--- config.mk ---
export PLATFORM = sky130hd
export DESIGN_NAME = port_rr_arbiter_flat
export DESIGN_NICKNAME = d
export VERILOG_FILES = /design/src/rtl/port_rr_arbiter_if.sv /design/src/rtl/port_rr_arbiter.sv /design/src/flat_wrapper.sv
export SDC_FILE = /design/constraint.sdc
export NUM_CORES = 1
export LEC_CHECK = 0
export BUFFER_PORTS_ARGS = -buffer_cell sky130_fd_sc_hd__buf_2
export CORE_MARGIN = 5
export CORE_UTILIZATION = 40
export DETAILED_ROUTE_END_ITERATION = 8
export PLACE_DENSITY = 0.83
export SYNTH_ARGS = -nofsm -noshare
export SYNTH_HDL_FRONTEND = slang
export SYNTH_SLANG_ARGS = --single-unit
--- constraint.sdc ---
create_clock -name clk -period 2.6 [get_ports clk]
set_input_delay 0.13 -clock clk [delete_from_list [all_inputs] [get_ports clk]]
set_output_delay 0.13 -clock clk [all_outputs]
set_load 0.05 [all_outputs]
--- src/rtl/port_rr_arbiter_if.sv ---
// -----------------------------------------------------------------------------
// port_rr_arbiter_if
// Bundles the N sync/notify input ports and the single sync/notify output port
// of the round-robin arbiter.
//
// Signals:
//   in_data    N*DW  input payloads, port i at [i*DW +: DW]
//   in_sync    N     producer i has valid data
//   in_notify  N     arbiter reads port i this cycle (one-hot or zero)
//   out_data   DW    forwarded payload
//   out_src    SW    source index of out_data
//   out_sync   1     consumer ready
//   out_notify 1     out_data/out_src valid
//
// Modports:
//   master : producer/consumer side (drives in_data, in_sync, out_sync)
//   slave  : arbiter side
// -----------------------------------------------------------------------------
interface port_rr_arbiter_if #(
  parameter int N  = 4,
  parameter int DW = 32
);
  localparam int SW = $clog2(N);

  logic [N*DW-1:0] in_data;
  logic [N-1:0]    in_sync;
  logic [N-1:0]    in_notify;
  logic [DW-1:0]   out_data;
  logic [SW-1:0]   out_src;
  logic            out_sync;
  logic            out_notify;

  modport master (
    output in_data,
    output in_sync,
    output out_sync,
    input  in_notify,
    input  out_data,
    input  out_src,
    input  out_notify
  );

  modport slave (
    input  in_data,
    input  in_sync,
    input  out_sync,
    output in_notify,
    output out_data,
    output out_src,
    output out_notify
  );
endinterface

--- src/rtl/port_rr_arbiter.sv ---
// -----------------------------------------------------------------------------
// port_rr_arbiter
// Shares one blocking output port among N blocking sync/notify input ports.
// Each accepted message is forwarded unchanged and tagged with its source
// index. One transfer is in flight at a time (IDLE -> ACCEPT -> SEND).
//
// Ports:
//   clk  clock
//   rst  asynchronous, active-high reset
//   bus  port_rr_arbiter_if.slave (see interface for signal list)
//
// All outputs come straight from registers.
// -----------------------------------------------------------------------------
module port_rr_arbiter #(
  parameter int N  = 4,
  parameter int DW = 32
) (
  input  logic                  clk,
  input  logic                  rst,
  port_rr_arbiter_if.slave      bus
);
  localparam int SW = $clog2(N);

  typedef enum logic [1:0] {
    IDLE   = 2'b00,
    ACCEPT = 2'b01,
    SEND   = 2'b10
  } state_t;

  state_t        r_state;
  logic [SW-1:0] r_ptr;
  logic [SW-1:0] r_win;
  logic [SW-1:0] r_src;
  logic [DW-1:0] r_data;
  logic [N-1:0]  r_in_notify;
  logic          r_out_notify;

  logic [DW-1:0] w_words [N];
  logic [SW-1:0] w_cand  [N];
  logic [SW-1:0] w_pick;
  logic          w_any;
  logic [SW:0]   w_win_sum;
  logic [SW-1:0] w_win_next;

  // Split the flat payload bus into per-port words and build the scan order
  // ptr, ptr+1, ... (mod N). Candidate gi is the port examined at scan step gi.
  generate
    for (genvar gi = 0; gi < N; gi++) begin : g_port
      logic [SW:0] w_sum;
      assign w_words[gi] = bus.in_data[gi*DW +: DW];
      assign w_sum       = {1'b0, r_ptr} + (SW+1)'(gi);
      assign w_cand[gi]  = (w_sum >= (SW+1)'(N)) ? SW'(w_sum - (SW+1)'(N))
                                                 : w_sum[SW-1:0];
    end
  endgenerate

  // Walk the scan order backwards so the earliest requesting candidate
  // (nearest to ptr) is the last assignment and therefore wins.
  always_comb begin
    w_any  = |bus.in_sync;
    w_pick = '0;
    for (int k = N - 1; k >= 0; k--) begin
      if (bus.in_sync[w_cand[k]]) begin
        w_pick = w_cand[k];
      end
    end
  end

  // Pointer after a delivered message: one past the winner, wrapping at N.
  assign w_win_sum  = {1'b0, r_win} + (SW+1)'(1);
  assign w_win_next = (w_win_sum >= (SW+1)'(N)) ? '0 : w_win_sum[SW-1:0];

  always_ff @(posedge clk or posedge rst) begin
    if (rst) begin
      r_state      <= IDLE;
      r_ptr        <= '0;
      r_win        <= '0;
      r_src        <= '0;
      r_data       <= '0;
      r_in_notify  <= '0;
      r_out_notify <= 1'b0;
    end else begin
      case (r_state)
        IDLE: begin
          r_in_notify  <= '0;
          r_out_notify <= 1'b0;
          if (w_any) begin
            r_win       <= w_pick;
            r_in_notify <= {{(N-1){1'b0}}, 1'b1} << w_pick;
            r_state     <= ACCEPT;
          end
        end
        ACCEPT: begin
          r_in_notify <= '0;
          if (bus.in_sync[r_win]) begin
            r_data       <= w_words[r_win];
            r_src        <= r_win;
            r_out_notify <= 1'b1;
            r_state      <= SEND;
          end else begin
            // Producer withdrew: no transfer, pointer stays where it was.
            r_state <= IDLE;
          end
        end
        SEND: begin
          if (bus.out_sync) begin
            r_out_notify <= 1'b0;
            r_ptr        <= w_win_next;
            r_state      <= IDLE;
          end
        end
        default: begin
          r_state      <= IDLE;
          r_in_notify  <= '0;
          r_out_notify <= 1'b0;
        end
      endcase
    end
  end

  assign bus.in_notify  = r_in_notify;
  assign bus.out_data   = r_data;
  assign bus.out_src    = r_src;
  assign bus.out_notify = r_out_notify;

endmodule
--- src/flat_wrapper.sv ---
// flat-port wrapper written by rule: the top's interface ports become plain ports
module port_rr_arbiter_flat 
#(
  parameter int N  = 4,
  parameter int DW = 32
)
  (clk, rst, bus_in_data, bus_in_sync, bus_out_sync, bus_in_notify, bus_out_data, bus_out_src, bus_out_notify);
  port_rr_arbiter_if #(.N(N), .DW(DW)) bus_i ();
  input  logic clk;
  input  logic rst;
  input wire logic [$bits(bus_i.in_data)-1:0] bus_in_data;
  input wire logic [$bits(bus_i.in_sync)-1:0] bus_in_sync;
  input wire logic [$bits(bus_i.out_sync)-1:0] bus_out_sync;
  output wire logic [$bits(bus_i.in_notify)-1:0] bus_in_notify;
  output wire logic [$bits(bus_i.out_data)-1:0] bus_out_data;
  output wire logic [$bits(bus_i.out_src)-1:0] bus_out_src;
  output wire logic [$bits(bus_i.out_notify)-1:0] bus_out_notify;
  assign bus_i.in_data = bus_in_data;
  assign bus_i.in_sync = bus_in_sync;
  assign bus_i.out_sync = bus_out_sync;
  assign bus_in_notify = bus_i.in_notify;
  assign bus_out_data = bus_i.out_data;
  assign bus_out_src = bus_i.out_src;
  assign bus_out_notify = bus_i.out_notify;
  port_rr_arbiter #(.N(N), .DW(DW)) u_core (.clk(clk), .rst(rst), .bus(bus_i));
endmodule
== Yosys cells after proc, flatten, opt, wreduce, memory -nomap -nowiden ==
Index checks and enable logic that the tools add are counted.
Operators by class
  $add $sub $neg: 8
  magnitude comparators: 11
  equal/unequal tests: 5
  shift-type cells: 1
  multiplexer cells: 31
  bitwise gates (word level): 1
  reductions and logical operators: 7
Operators with widths (count)
  binary-select mux 32 bit (select 2 bit): 1
  two-way mux 32 bit: 2
  two-way mux 2 bit: 12
  greater-or-equal comparator 3 bit, second input constant: 5
  less-than comparator 2 x 3 -> 1 bit, second input constant: 5
  binary-select mux 1 bit (select 2 bit): 5
  AND reduction 2 bit: 5
  one-hot mux 4 bit (2 select lines): 1
  subtractor 2 x 1 -> 2 bit, second input constant: 4
  two-way mux 1 bit: 7
  adder 2 x 1 -> 3 bit, second input constant: 2
  adder 2 x 2 -> 3 bit, second input constant: 2
  one-hot mux 2 bit (3 select lines): 1
  two-way mux 4 bit: 1
  != test 2 x 1 -> 1 bit, second input constant: 2
  OR reduction 4 bit: 1
  left shift 1 x 2 -> 4 bit, first input constant: 1
  greater-or-equal comparator 2 x 3 -> 1 bit, second input constant: 1
  NOT 2 -> 3 bit: 1
  == test 2 x 1 -> 1 bit, second input constant: 1
  == test 2 bit, second input constant: 1
  logical NOT 2 bit: 1
  != test 2 bit, second input constant: 1
  one-hot mux 1 bit (2 select lines): 1
Word-level totals
  flip-flop bits (word level): 45
  input bits: 135
  output and inout bits: 39
  logic and storage cells: 71

== Logic depth before layout (Yosys ltp) ==
Gate-level depths: netlist of run 1.
  depth in word-level cells: 12
  depth in mapped cells: 5
  depth with buffers taken out: 4

== Least setup slack after synthesis of run 1 ==
Ideal clock, no wire load.
  path type: register to register
  start point: reg u_core.r_win[0]
  end point: reg u_core.r_data[0], in the netlist u_core.bus.out_data[0]
  setup time: 0.125 ns
  arrival time: 1.618 ns
  data required time: 2.475 ns
  path slack: 0.857 ns
  cell stages (with the launch flop): 6
  buffers on the path: 2
  period minus slack after synthesis: 1.743 ns
  cells stage by stage: dfrtp_1 > buf_6 > mux4_2 > nand2_4 > buf_12 > mux2_4
On the way
  cells in the longest elaborated chain, start to end: 4
  elaborated cells on any way between the ends: 7
  classes of those cells: 5 x mux; 1 x bitwise; 1 x reduce/logical
Ends and longest elaborated chain
  start: declaration: line port_rr_arbiter.sv:32  | logic [SW-1:0] r_win;
  start signal: assignment: line port_rr_arbiter.sv:88  | r_win <= w_pick;
  NOT 2 -> 3 bit (not written as such): line port_rr_arbiter.sv:96  | r_data <= w_words[r_win];
  binary-select mux 32 bit (select 2 bit): line port_rr_arbiter.sv:96
  two-way mux 32 bit (not written as such) (2 in series): line port_rr_arbiter.sv:96
  end signal: assignment: line port_rr_arbiter.sv:96
  end: declaration: line port_rr_arbiter.sv:34  | logic [DW-1:0] r_data;
Several ways; a longest one is shown, not always the timed one. The select of a mux whose other input is x is not followed.
A chain may end at the register's enable or synchronous reset.

== Final worst setup path of run 1 ==
  start point: reg u_core.r_win[0]
  end point: reg u_core.r_data[18], in the netlist u_core.bus.out_data[18]
Same word-level chain as after synthesis.

==> results of run 1 <==
## synthesized netlist by cell type
| cell | count |
|---|---|
| a32o_1 | 2 |
| mux4_2 | 32 |
| inv_1 | 4 |
| nor3_1 | 2 |
| o22ai_1 | 1 |
| o21a_1 | 1 |
| mux2_4 | 29 |
| nand2b_1 | 1 |
| buf_2 | 4 |
| clkbuf_1 | 4 |
| nor2b_1 | 2 |
| ha_1 | 1 |
| mux2i_1 | 1 |
| nand3b_1 | 1 |
| buf_6 | 1 |
| nor4_1 | 1 |
| o22a_1 | 1 |
| nand2_1 | 6 |
| nor2_1 | 2 |
| nand2_4 | 1 |
| dfrtp_1 | 45 |
| a21oi_1 | 3 |
| mux2_2 | 8 |
| buf_12 | 3 |
| mux4_1 | 1 |
| o31ai_1 | 3 |
| o21ai_0 | 2 |
## cell families after synthesis
kind of cell,synth area share [%]
compound gates,3.32
fa+ha+maj,0.461
buf+inv,4.47
flops,41.5
mux,47.2
simple gates,3.09
## metrics by stage
step / hold slack [ns] / util [%] / power [uW] / area, um^2
6_report: 0.0513 / 55.5 / 5130 / 3730
4_1_cts: 0.0696 / 55.5 / 5210 / 3730
3_3_place_gp: 0.369 / 53.5 / 4460 / 3590
2_1_floorplan: 0.237 / - / 3980 / 2720
5_1_grt: 0.0875 / 55.5 / 5390 / 3730
3_5_place_dp: 0.393 / 53.5 / 4570 / 3590
## cell type report
class,instances,share of cell area (%)
Multi-Input combinational cell,101,39.4
Clock inverter,3,1.75
Inverter,4,0.403
Clock buffer,5,1.85
Sequential cell,45,30.3
Timing Repair Buffer,175,23.6
Tap cell,80,2.69
## routing by layer
layer  part of all wire [%]  routed length (um)  track usage (%)
met5                      0                   0                0
met4                    1.6                 115             5.32
met3                     10                 720             4.79
met2                     54                3870             31.5
met1                     35                2490             17.3
## worst max-delay path by stage
stage | start | endpoint | depth (start not counted)
finish | u_core.r_win[0]$_DFFE_PP0P_ | u_core.bus.out_data[18]$_DFFE_PP0P_ | 3
global route | u_core.r_win[0]$_DFFE_PP0P_ | u_core.bus.out_data[18]$_DFFE_PP0P_ | 3
CTS | u_core.r_win[0]$_DFFE_PP0P_ | u_core.bus.out_data[18]$_DFFE_PP0P_ | 3
detailed placement | u_core.r_win[0]$_DFFE_PP0P_ | u_core.bus.out_data[18]$_DFFE_PP0P_ | 3
global placement | u_core.r_win[0]$_DFFE_PP0P_ | u_core.bus.out_data[18]$_DFFE_PP0P_ | 3
floorplan | u_core.r_win[0]$_DFFE_PP0P_ | u_core.bus.out_data[0]$_DFFE_PP0P_ | 5
## registers in the layout, indices dropped and copies added (netlist names)
register / cells
u_core.r_ptr: 2
u_core.r_win: 2
u_core.r_state: 2
u_core.bus.out_data: 32
u_core.bus.in_notify: 4
u_core.bus.out_src: 2
u_core.bus.out_notify: 1
## critical path: cells and delay by family, from the launching register on
family | cells | cell delay [ns]
flip-flops | 1 | 0.38
multiplexers | 2 | 0.93
AND/OR/NAND/NOR | 1 | 0.50
## power groups by stage
stage / logic [uW] / registers [uW] / clock network [uW]
finish: 3250 / 1260 / 613
global route: 3430 / 1310 / 653
CTS: 3300 / 1270 / 642
detailed placement: 3300 / 1270 / 0
global placement: 3210 / 1250 / 0
floorplan: 1680 / 2300 / 0
==> metrics.txt, run 1 <==
# TYPE chip_impl_metric gauge
chip_impl_metric{name="final.fill_count",unit=""} 564
chip_impl_metric{name="row_count",unit=""} 30
chip_impl_info{name="crit_slowest_cell",value="mux4_2"} 1
chip_impl_metric{name="layout_worst_path_cycle_share",unit="%"} 74.9
chip_impl_metric{name="globalRouteOverflowTotal",unit=""} 0
chip_impl_info{name="path_cells",value="mux4_2, nand2_4, mux2_2"} 1
chip_impl_metric{name="grt_antenna_before_repair",unit=""} 0
chip_impl_metric{name="maxCapViolCount",unit=""} 0
chip_impl_info{name="tritoncts_clock_tree",value="built"} 1
chip_impl_metric{name="synth_cells",unit=""} 162
chip_impl_metric{name="power.density",unit="mW/mm^2"} 1380
chip_impl_info{name="clockRootBuffer",value="clkbuf_8"} 1
chip_impl_metric{name="ports_placed_on_the_boundary",unit=""} 174
chip_impl_info{name="final_cell_mix",value="buf_2, dfrtp_1, mux4_2"} 1
chip_impl_metric{name="clockPowerShare",unit="%"} 11.9
chip_impl_metric{name="seqPwrFrac",unit="%"} 24.6
chip_impl_metric{name="seq_area",unit="mm^2"} 0.00113
chip_impl_metric{name="synthDistinctLibCells",unit=""} 27
chip_impl_metric{name="antennaDiodeCount",unit=""} 0
chip_impl_metric{name="timing.final.crit_period",unit="ns"} 1.95
chip_impl_metric{name="finalHoldViolCount",unit=""} 0
chip_impl_info{name="regToRegStartpoint",value="u_core.r_win[0]$_DFFE_PP0P_"} 1
chip_impl_metric{name="cts_setup_buffers",unit=""} 0
chip_impl_metric{name="final_critical_path_setup_slack",unit="ns"} 0.653
chip_impl_metric{name="mapped_nets",unit=""} 298
chip_impl_metric{name="fp.dieArea",unit="mm^2"} 0.00854
chip_impl_info{name="post_synth_main_area_contributors",value="dfrtp_1, mux4_2, mux2_4, mux2_2, buf_12"} 1
chip_impl_metric{name="multi_input_area",unit="mm^2"} 0.00147
chip_impl_metric{name="finish.net_count",unit=""} 468
chip_impl_metric{name="p_leak",unit="uW"} 0.00190
chip_impl_info{name="mostFrequentLayoutCell",value="buf_2"} 1
chip_impl_metric{name="slew_violations",unit=""} 0
chip_impl_metric{name="final_layout_size_suffix_gt1_share",unit="%"} 76.6
chip_impl_metric{name="cp.arrival",unit="ns"} 2.12
chip_impl_metric{name="dr.pass1.iters",unit=""} 5
chip_impl_metric{name="swShare",unit="%"} 45.4
chip_impl_info{name="timing_worst_setup_path_type",value="register to register"} 1
chip_impl_metric{name="dp.final_hpwl",unit="mm"} 5.68
chip_impl_metric{name="floorplan.die.width",unit="um"} 92.4
chip_impl_metric{name="clkLatencyLatePin",unit="ns"} 0.29
chip_impl_metric{name="grt_max_degree",unit=""} 46
chip_impl_metric{name="place.gp.congestion",unit=""} 0.724
chip_impl_metric{name="cts-hold-fix-buffers",unit=""} 0
chip_impl_metric{name="worst-endpoint-required",unit="ns"} 2.78
chip_impl_metric{name="final_cell_count_no_fill",unit=""} 413
chip_impl_metric{name="aggregate_global_route_resource_usage",unit="%"} 16.6
chip_impl_metric{name="post_synth_instance_area",unit="mm^2"} 0.00272
chip_impl_metric{name="postRouteAntennaNets",unit=""} 0
chip_impl_metric{name="slew_headroom",unit="%"} 36.2
chip_impl_metric{name="drt-wirelength-per-cell",unit="um"} 17.4
chip_impl_metric{name="setup_tns",unit="ns"} 0
chip_impl_info{name="critical_path.startpoint_type",value="register"} 1
chip_impl_metric{name="crit_path_max_incr_delay",unit="ns"} 0.53
chip_impl_metric{name="numCtsBuffers",unit=""} 5
chip_impl_metric{name="post_cts.resized_instances",unit=""} 0
chip_impl_metric{name="synth_top_area_share",unit="%"} 41.5
chip_impl_metric{name="r2r.worst_path.cells",unit=""} 3
chip_impl_metric{name="clkSinkCount",unit=""} 45
chip_impl_info{name="worstSetupEndpointType",value="register"} 1
chip_impl_metric{name="wl",unit="mm"} 7.20
chip_impl_metric{name="finClkSkew",unit="ns"} 0.00537
chip_impl_metric{name="ys_seq_elements",unit=""} 45
chip_impl_metric{name="worst_setup_hold_path_clk_slew",unit="ns"} 0.08
chip_impl_metric{name="timing_worst_slew_pin_value",unit="ns"} 0.956
chip_impl_metric{name="grt_first_pass_wirelength",unit="mm"} 11.3
chip_impl_metric{name="chipHeight",unit="um"} 92.4
chip_impl_metric{name="drc_errors",unit=""} 0
chip_impl_metric{name="fmax",unit="GHz"} 0.514
chip_impl_metric{name="starting_density",unit="%"} 40.4
chip_impl_metric{name="internal-power",unit="uW"} 2800
chip_impl_metric{name="core_area",unit="mm^2"} 0.00672
chip_impl_metric{name="area_growth_syn_to_layout",unit="%"} 37.2
chip_impl_metric{name="synth_sequential_area_ratio",unit="%"} 41.5
chip_impl_metric{name="grt_pass1_vias",unit=""} 2422
chip_impl_metric{name="comb_pwr_share",unit="%"} 63.4
chip_impl_info{name="grt_setup_unrepaired",value="false"} 1
chip_impl_metric{name="report.final.setup_viol",unit=""} 0
chip_impl_metric{name="worst-path-max-fanout",unit=""} 35
chip_impl_metric{name="worst-r2r-setup-slack",unit="ns"} 0.65
chip_impl_metric{name="detail_route.vias_per_cell",unit=""} 5.23
chip_impl_metric{name="first_iter_violations",unit=""} 36
chip_impl_info{name="hold_path_class",value="input pin to async pin"} 1
chip_impl_metric{name="pre_cts_slack",unit="ns"} 0.632
chip_impl_metric{name="syn-mean-instance-area",unit="um^2"} 16.8
chip_impl_metric{name="routed-via-count",unit=""} 2160
chip_impl_metric{name="number_of_placed_instances_with_taps_included",unit=""} 405
chip_impl_metric{name="yosysWarningCount",unit=""} 0
chip_impl_metric{name="vdd.ir_drop.worst",unit="uV"} 641
chip_impl_metric{name="h_tree_levels",unit=""} 2
chip_impl_metric{name="clock_path_buffers",unit=""} 2
chip_impl_metric{name="p_switching",unit="uW"} 2330
chip_impl_info{name="synth_area_leader_cell",value="dfrtp_1"} 1
chip_impl_info{name="regToRegEndpoint",value="u_core.bus.out_data[18]$_DFFE_PP0P_"} 1
chip_impl_metric{name="portBuffers",unit=""} 173
chip_impl_info{name="outcome",value="finished, final reports clean"} 1
No activity file was read; power rests on OpenSTA's default activity.
==> run 2: changes to the inputs <==
Settings changed: CORE_UTILIZATION 40 to 39, PLACE_DENSITY 0.83 to 0.85.
Clock period 2.6 ns to 1.7 ns, I/O delays scaled along.
==> metrics.txt, run 2 (synthesis results as in run 1) <==
# TYPE chip_impl_metric gauge
chip_impl_metric{name="detail_route.vias_per_cell",unit=""} 5.01
chip_impl_metric{name="wl",unit="mm"} 7.88
chip_impl_metric{name="timing.final.crit_period",unit="ns"} 1.70
chip_impl_metric{name="setup_tns",unit="ns"} 0
chip_impl_metric{name="seq_area",unit="mm^2"} 0.00113
chip_impl_info{name="timing_worst_setup_path_type",value="register to register"} 1
chip_impl_metric{name="h_tree_levels",unit=""} 2
chip_impl_metric{name="slew_headroom",unit="%"} 65.6
chip_impl_metric{name="grt_pass1_vias",unit=""} 2502
chip_impl_metric{name="dr.pass1.iters",unit=""} 4
chip_impl_metric{name="p_switching",unit="uW"} 3720
chip_impl_metric{name="placement.cell_area",unit="mm^2"} 0.00371
chip_impl_metric{name="globalRouteOverflowTotal",unit=""} 0
chip_impl_metric{name="clkLatencyLatePin",unit="ns"} 0.30
chip_impl_metric{name="grt_first_pass_wirelength",unit="mm"} 11.7
chip_impl_metric{name="grt_antenna_before_repair",unit=""} 0
chip_impl_metric{name="chipHeight",unit="um"} 93.5
chip_impl_metric{name="worst-r2r-setup-slack",unit="ns"} 0.002
chip_impl_metric{name="layout_worst_path_cycle_share",unit="%"} 99.9
chip_impl_info{name="final_cell_mix",value="buf_2, dfrtp_1, mux2_4"} 1
chip_impl_info{name="tritoncts_clock_tree",value="built"} 1
chip_impl_metric{name="antennaDiodeCount",unit=""} 0
chip_impl_metric{name="r2r.worst_path.cells",unit=""} 4
chip_impl_metric{name="timing_worst_slew_pin_value",unit="ns"} 0.514
chip_impl_metric{name="finClkSkew",unit="ns"} 0.0121
chip_impl_metric{name="postRouteAntennaNets",unit=""} 0
chip_impl_metric{name="ports_placed_on_the_boundary",unit=""} 174
chip_impl_metric{name="final_layout_size_suffix_gt1_share",unit="%"} 77.2
chip_impl_metric{name="maxCapViolCount",unit=""} 0
chip_impl_metric{name="comb_pwr_share",unit="%"} 66.9
chip_impl_info{name="mostFrequentLayoutCell",value="buf_2"} 1
chip_impl_metric{name="multi_input_area",unit="mm^2"} 0.00149
chip_impl_metric{name="clockPowerShare",unit="%"} 9.6
chip_impl_metric{name="worstHoldPathCells",unit=""} 2
chip_impl_metric{name="finalHoldViolCount",unit=""} 0
chip_impl_metric{name="aggregate_global_route_resource_usage",unit="%"} 17.0
chip_impl_metric{name="routed-via-count",unit=""} 2216
chip_impl_info{name="critical_path.startpoint_type",value="register"} 1
chip_impl_metric{name="drt-wirelength-per-cell",unit="um"} 17.8
chip_impl_metric{name="worst-path-max-fanout",unit=""} 8
chip_impl_metric{name="power.density",unit="mW/mm^2"} 2090
chip_impl_metric{name="internal-power",unit="uW"} 4530
chip_impl_info{name="regToRegStartpoint",value="u_core.r_win[0]$_DFFE_PP0P_"} 1
chip_impl_metric{name="worst-endpoint-required",unit="ns"} 1.88
chip_impl_metric{name="clkSinkCount",unit=""} 45
chip_impl_info{name="hold_path_class",value="input pin to register"} 1
chip_impl_metric{name="fmax",unit="GHz"} 0.589
chip_impl_metric{name="portBuffers",unit=""} 173
chip_impl_metric{name="area_growth_syn_to_layout",unit="%"} 45.4
chip_impl_metric{name="numCtsBuffers",unit=""} 5
chip_impl_info{name="outcome",value="finished, final reports clean"} 1
chip_impl_metric{name="cp.arrival",unit="ns"} 1.88
chip_impl_metric{name="floorplan.die.width",unit="um"} 93.5
chip_impl_metric{name="seqPwrFrac",unit="%"} 23.5
chip_impl_info{name="grt_setup_unrepaired",value="true"} 1
chip_impl_metric{name="vdd.ir_drop.worst",unit="uV"} 1290
chip_impl_metric{name="p_leak",unit="uW"} 0.00201
chip_impl_metric{name="core_area",unit="mm^2"} 0.00679
chip_impl_metric{name="drc_errors",unit=""} 0
chip_impl_metric{name="clock_path_buffers",unit=""} 2
chip_impl_info{name="min-delay-start",value="bus_out_sync"} 1
chip_impl_metric{name="row_count",unit=""} 30
chip_impl_metric{name="grt_max_degree",unit=""} 26
chip_impl_metric{name="fp.dieArea",unit="mm^2"} 0.00873
chip_impl_info{name="worstSetupEndpointType",value="register"} 1
chip_impl_metric{name="dp.final_hpwl",unit="mm"} 6.17
chip_impl_info{name="regToRegEndpoint",value="u_core.bus.out_data[3]$_DFFE_PP0P_"} 1
chip_impl_metric{name="swShare",unit="%"} 45.1
chip_impl_metric{name="report.final.setup_viol",unit=""} 0
chip_impl_metric{name="final.fill_count",unit=""} 562
chip_impl_info{name="timing.hold.worst_endpoint",value="u_core.r_state[1]$_DFFE_PP0P_"} 1
chip_impl_metric{name="worst_setup_hold_path_clk_slew",unit="ns"} 0.09
chip_impl_metric{name="slew_violations",unit=""} 0
chip_impl_metric{name="layout.cell_area.non_filler",unit="mm^2"} 0.00395
chip_impl_metric{name="finish.net_count",unit=""} 481
chip_impl_metric{name="starting_density",unit="%"} 40.0
chip_impl_info{name="clockRootBuffer",value="clkbuf_8"} 1
chip_impl_metric{name="first_iter_violations",unit=""} 39
chip_impl_metric{name="largest_register_ffs",unit=""} 32
chip_impl_metric{name="place.gp.congestion",unit=""} 0.806
## run 2: changes by cell type in the layout (fill, tap and decap cells not counted), moves of 3 or more
cell / previous run / this run
buf_12: 0 / 4
buf_4: 2 / 6
clkbuf_16: 0 / 3
mux2_2: 8 / 3
mux2_4: 29 / 34
## run 2: critical path, stage by stage, from the launching register on
cell and delay [ns]:
dfrtp_2 0.39, mux4_2 0.57, nand2_8 0.14, clkbuf_16 0.18, mux2_4 0.29
## run 2: power groups by stage
stage,Clock (uW),Sequential (uW),Combinational [uW]
2_1_floorplan,0,3520,2560
3_3_place_gp,0,1930,5110
3_5_place_dp,0,1950,5250
4_1_cts,822,1940,5300
5_1_grt,863,2010,5820
6_report,796,1940,5520
## run 2: metal layers
layer  routed length (um)  GRT usage [%]
met5                    0              0
met4                   62           3.30
met3                  553           4.02
met2                 4490           33.2
met1                 2780           18.3
## run 2: how the worst max path moves through the flow
stage | slack, ns | cells after the start | startpoint | to
5_1_grt | -0.04 | 4 | u_core.r_win[0]$_DFFE_PP0P_ | u_core.bus.out_data[15]$_DFFE_PP0P_
2_1_floorplan | -0.04 | 5 | u_core.r_win[0]$_DFFE_PP0P_ | u_core.bus.out_data[0]$_DFFE_PP0P_
3_5_place_dp | -0.03 | 4 | u_core.r_win[0]$_DFFE_PP0P_ | u_core.bus.out_data[15]$_DFFE_PP0P_
6_report | 0.002 | 4 | u_core.r_win[0]$_DFFE_PP0P_ | u_core.bus.out_data[3]$_DFFE_PP0P_
4_1_cts | 0.006 | 4 | u_core.r_win[0]$_DFFE_PP0P_ | u_core.bus.out_data[17]$_DFFE_PP0P_
3_3_place_gp | -0.001 | 4 | u_core.r_win[0]$_DFFE_PP0P_ | u_core.bus.out_data[14]$_DFFE_PP0P_
## run 2: area by class of cell
class / count / share of cell area [%]
clock buffers: 6 / 1.84
flip-flops and latches: 45 / 28.5
well taps: 96 / 3.04
multi-input cells: 101 / 37.8
clock inverters: 2 / 0.887
repair buffers: 188 / 27.5
inverters: 4 / 0.380
## run 2: through the flow
stage | worst slack, ns | util (%) | hold WS [ns] | instances | total power (uW)
after floorplan | -0.0429 | - | 0.192 | 162 | 6080
after global placement | -0.000982 | 54.7 | 0.126 | 428 | 7040
after detailed placement | -0.0304 | 54.7 | 0.142 | 428 | 7200
after CTS | 0.00628 | 56.6 | 0.00783 | 438 | 8070
after global routing | -0.0437 | 58.1 | 0.00517 | 442 | 8690
final | 0.00166 | 58.1 | 0.0190 | 442 | 8250
## run 2: repair_timing
item | 4_1_cts | 5_1_grt
setup buffers | 1 | 0
endpoints found under the setup margin | 23 | 29
pin swaps | 0 | 0
hold buffers | 1 | 0
gates resized for setup | 2 | 5
cloned | 0 | 4
hold endpoints to repair | 20 | 0
==> run 3: changes to the inputs <==
Settings changed: CORE_UTILIZATION 39 to 40, GPL_TIMING_DRIVEN set to 0, PLACE_DENSITY 0.85 to 0.76.
Clock period 1.7 ns to 1.6 ns, I/O delays scaled along.
==> metrics.txt, run 3 (synthesis results as in run 1) <==
# TYPE chip_impl_metric gauge
chip_impl_metric{name="worst-r2r-setup-slack",unit="ns"} -0.19
chip_impl_metric{name="p_leak",unit="uW"} 0.00204
chip_impl_metric{name="place.gp.congestion",unit=""} 0.772
chip_impl_metric{name="seq_area",unit="mm^2"} 0.00113
chip_impl_metric{name="floorplan.die.width",unit="um"} 92.4
chip_impl_metric{name="core_area",unit="mm^2"} 0.00672
chip_impl_metric{name="multi_input_area",unit="mm^2"} 0.00151
chip_impl_metric{name="clock_path_buffers",unit=""} 2
chip_impl_metric{name="dp.final_hpwl",unit="mm"} 6.15
chip_impl_metric{name="fmax",unit="GHz"} 0.560
chip_impl_metric{name="timing_worst_slew_pin_value",unit="ns"} 0.442
chip_impl_info{name="regToRegStartpoint",value="u_core.r_win[0]$_DFFE_PP0P_"} 1
chip_impl_metric{name="setup_tns",unit="ns"} -5.79
chip_impl_metric{name="routed-via-count",unit=""} 2254
chip_impl_metric{name="slew_headroom",unit="%"} 70.4
chip_impl_metric{name="drt-wirelength-per-cell",unit="um"} 17.8
chip_impl_metric{name="worst-endpoint-required",unit="ns"} 1.78
chip_impl_metric{name="aggregate_global_route_resource_usage",unit="%"} 18.2
chip_impl_metric{name="timing.final.crit_period",unit="ns"} 1.79
chip_impl_metric{name="postRouteAntennaNets",unit=""} 0
chip_impl_metric{name="detail_route.vias_per_cell",unit=""} 5.22
chip_impl_metric{name="power",unit="uW"} 8790
chip_impl_metric{name="h_tree_levels",unit=""} 2
chip_impl_metric{name="fp.dieArea",unit="mm^2"} 0.00854
chip_impl_metric{name="vdd.ir_drop.worst",unit="uV"} 1140
chip_impl_metric{name="fin_worst_hold_slack",unit="ns"} 0.0129
chip_impl_metric{name="final_critical_path_setup_slack",unit="ns"} -0.187
chip_impl_info{name="startpoint",value="u_core.r_win[0]$_DFFE_PP0P_"} 1
chip_impl_metric{name="largest_register_ffs",unit=""} 32
chip_impl_metric{name="finalHoldViolCount",unit=""} 0
chip_impl_info{name="timing_worst_setup_path_type",value="register to register"} 1
chip_impl_info{name="top_signal_layer_used",value="met4"} 1
chip_impl_info{name="mostFrequentLayoutCell",value="buf_2"} 1
chip_impl_metric{name="worst-path-max-fanout",unit=""} 10
chip_impl_metric{name="globalRouteOverflowTotal",unit=""} 0
chip_impl_metric{name="numCtsBuffers",unit=""} 5
chip_impl_metric{name="grt_antenna_before_repair",unit=""} 0
chip_impl_metric{name="antennaDiodeCount",unit=""} 0
chip_impl_info{name="outcome",value="finished with violations"} 1
chip_impl_metric{name="drc_errors",unit=""} 0
chip_impl_metric{name="finish.net_count",unit=""} 487
chip_impl_metric{name="wirelength_met1",unit="mm"} 2.74
chip_impl_metric{name="final.fill_count",unit=""} 544
chip_impl_info{name="min-delay-start",value="bus_out_sync"} 1
chip_impl_metric{name="wl",unit="mm"} 7.69
chip_impl_metric{name="clkSinkCount",unit=""} 45
chip_impl_info{name="violations",value="negative setup slack"} 1
chip_impl_metric{name="ports_placed_on_the_boundary",unit=""} 174
chip_impl_metric{name="number_of_placed_instances_with_taps_included",unit=""} 416
chip_impl_metric{name="power.density",unit="mW/mm^2"} 2220
chip_impl_metric{name="final_layout_size_suffix_gt1_share",unit="%"} 77.3
chip_impl_metric{name="layout_worst_path_cycle_share",unit="%"} 112
chip_impl_info{name="crit_slowest_cell",value="mux4_2"} 1
chip_impl_metric{name="worst_setup_hold_path_clk_slew",unit="ns"} 0.09
chip_impl_metric{name="grt_pass1_vias",unit=""} 2646
chip_impl_metric{name="report.final.setup_viol",unit=""} 35
chip_impl_metric{name="grt_first_pass_wirelength",unit="mm"} 12.2
chip_impl_metric{name="dr_wl_met2",unit="mm"} 4.06
chip_impl_metric{name="maxCapViolCount",unit=""} 0
chip_impl_metric{name="cp.arrival",unit="ns"} 1.97
chip_impl_metric{name="finClkSkew",unit="ns"} 0.00871
chip_impl_metric{name="row_count",unit=""} 30
chip_impl_metric{name="starting_density",unit="%"} 40.4
chip_impl_info{name="critical_path.startpoint_type",value="register"} 1
chip_impl_info{name="grt_setup_unrepaired",value="true"} 1
chip_impl_info{name="worstSetupEndpointType",value="register"} 1
chip_impl_metric{name="final_cell_count_no_fill",unit=""} 432
chip_impl_metric{name="slew_violations",unit=""} 0
chip_impl_metric{name="portBuffers",unit=""} 173
chip_impl_metric{name="route.met3.wl",unit="um"} 767
chip_impl_metric{name="area_growth_syn_to_layout",unit="%"} 45.7
chip_impl_metric{name="first_iter_violations",unit=""} 58
chip_impl_info{name="final_cell_mix",value="buf_2, dfrtp_1, mux2_4"} 1
chip_impl_metric{name="crit_path_max_incr_delay",unit="ns"} 0.57
chip_impl_metric{name="grt_max_degree",unit=""} 30
chip_impl_info{name="hold_path_class",value="input pin to register"} 1
chip_impl_metric{name="chipHeight",unit="um"} 92.4
chip_impl_info{name="tritoncts_clock_tree",value="built"} 1
chip_impl_metric{name="clkLatencyLatePin",unit="ns"} 0.29
chip_impl_metric{name="final_core_utilization",unit="%"} 58.9
chip_impl_metric{name="dr.pass1.iters",unit=""} 4
chip_impl_info{name="path_cells",value="buf_6, mux4_2, nand2_8, buf_12, mux2_4"} 1
chip_impl_info{name="clockRootBuffer",value="clkbuf_8"} 1
-- run 3: stage by stage --
| stage | setup WS (ns) | cell area [um^2] |
|---|---|---|
| after floorplan | -0.143 | 2720 |
| after global placement | -0.261 | 3680 |
| after detailed placement | -0.297 | 3700 |
| after CTS | -0.196 | 3900 |
| after global routing | -0.244 | 3960 |
| final | -0.187 | 3960 |
-- run 3: report_power, final --
group,internal (uW),switching (uW)
logic,2630,3240
registers,1710,324
clock network,510,382
-- run 3: cell type report --
type | count | share of cell area [%]
tap | 80 | 2.53
multi-input combinational | 101 | 38.1
clock buffer | 7 | 2.18
sequential | 45 | 28.5
inverter | 4 | 0.379
timing repair buffer | 182 | 24.7
clock inverter | 1 | 0.759
buffer | 12 | 2.91
-- run 3: worst paths after layout --
kind / end / depth (start not counted)
max: u_core.bus.out_data[23]$_DFFE_PP0P_ / 5
min: u_core.r_state[1]$_DFFE_PP0P_ / 2
max reg2reg: u_core.bus.out_data[23]$_DFFE_PP0P_ / 5
min reg2reg: u_core.bus.in_notify[0]$_DFFE_PP0P_ / 2
max in group asynchronous: u_core.r_win[0]$_DFFE_PP0P_ / 4
min in group asynchronous: u_core.bus.out_src[1]$_DFFE_PP0P_ / 3
-- run 3: layer usage --
metal	track usage, %	vias up
met5	0	-
met4	5.82	0
met3	5.93	10
met2	33.8	119
met1	19.3	1105
li1	-	1020
-- run 3: worst max-delay path: cells and delay by family (launching register included) --
family	cells	cell delay [ns]
and+or+nand+nor	1	0.14
muxes	2	0.87
buffers and inverters	2	0.28
DFF	1	0.37
-- run 3: what timing repair did --
action	in CTS	in global routing
buffers inserted	3	3
hold buffers	1	0
setup endpoints to repair	35	41
hold endpoints to repair	16	0
gates resized for setup	11	2
gates cloned	0	1
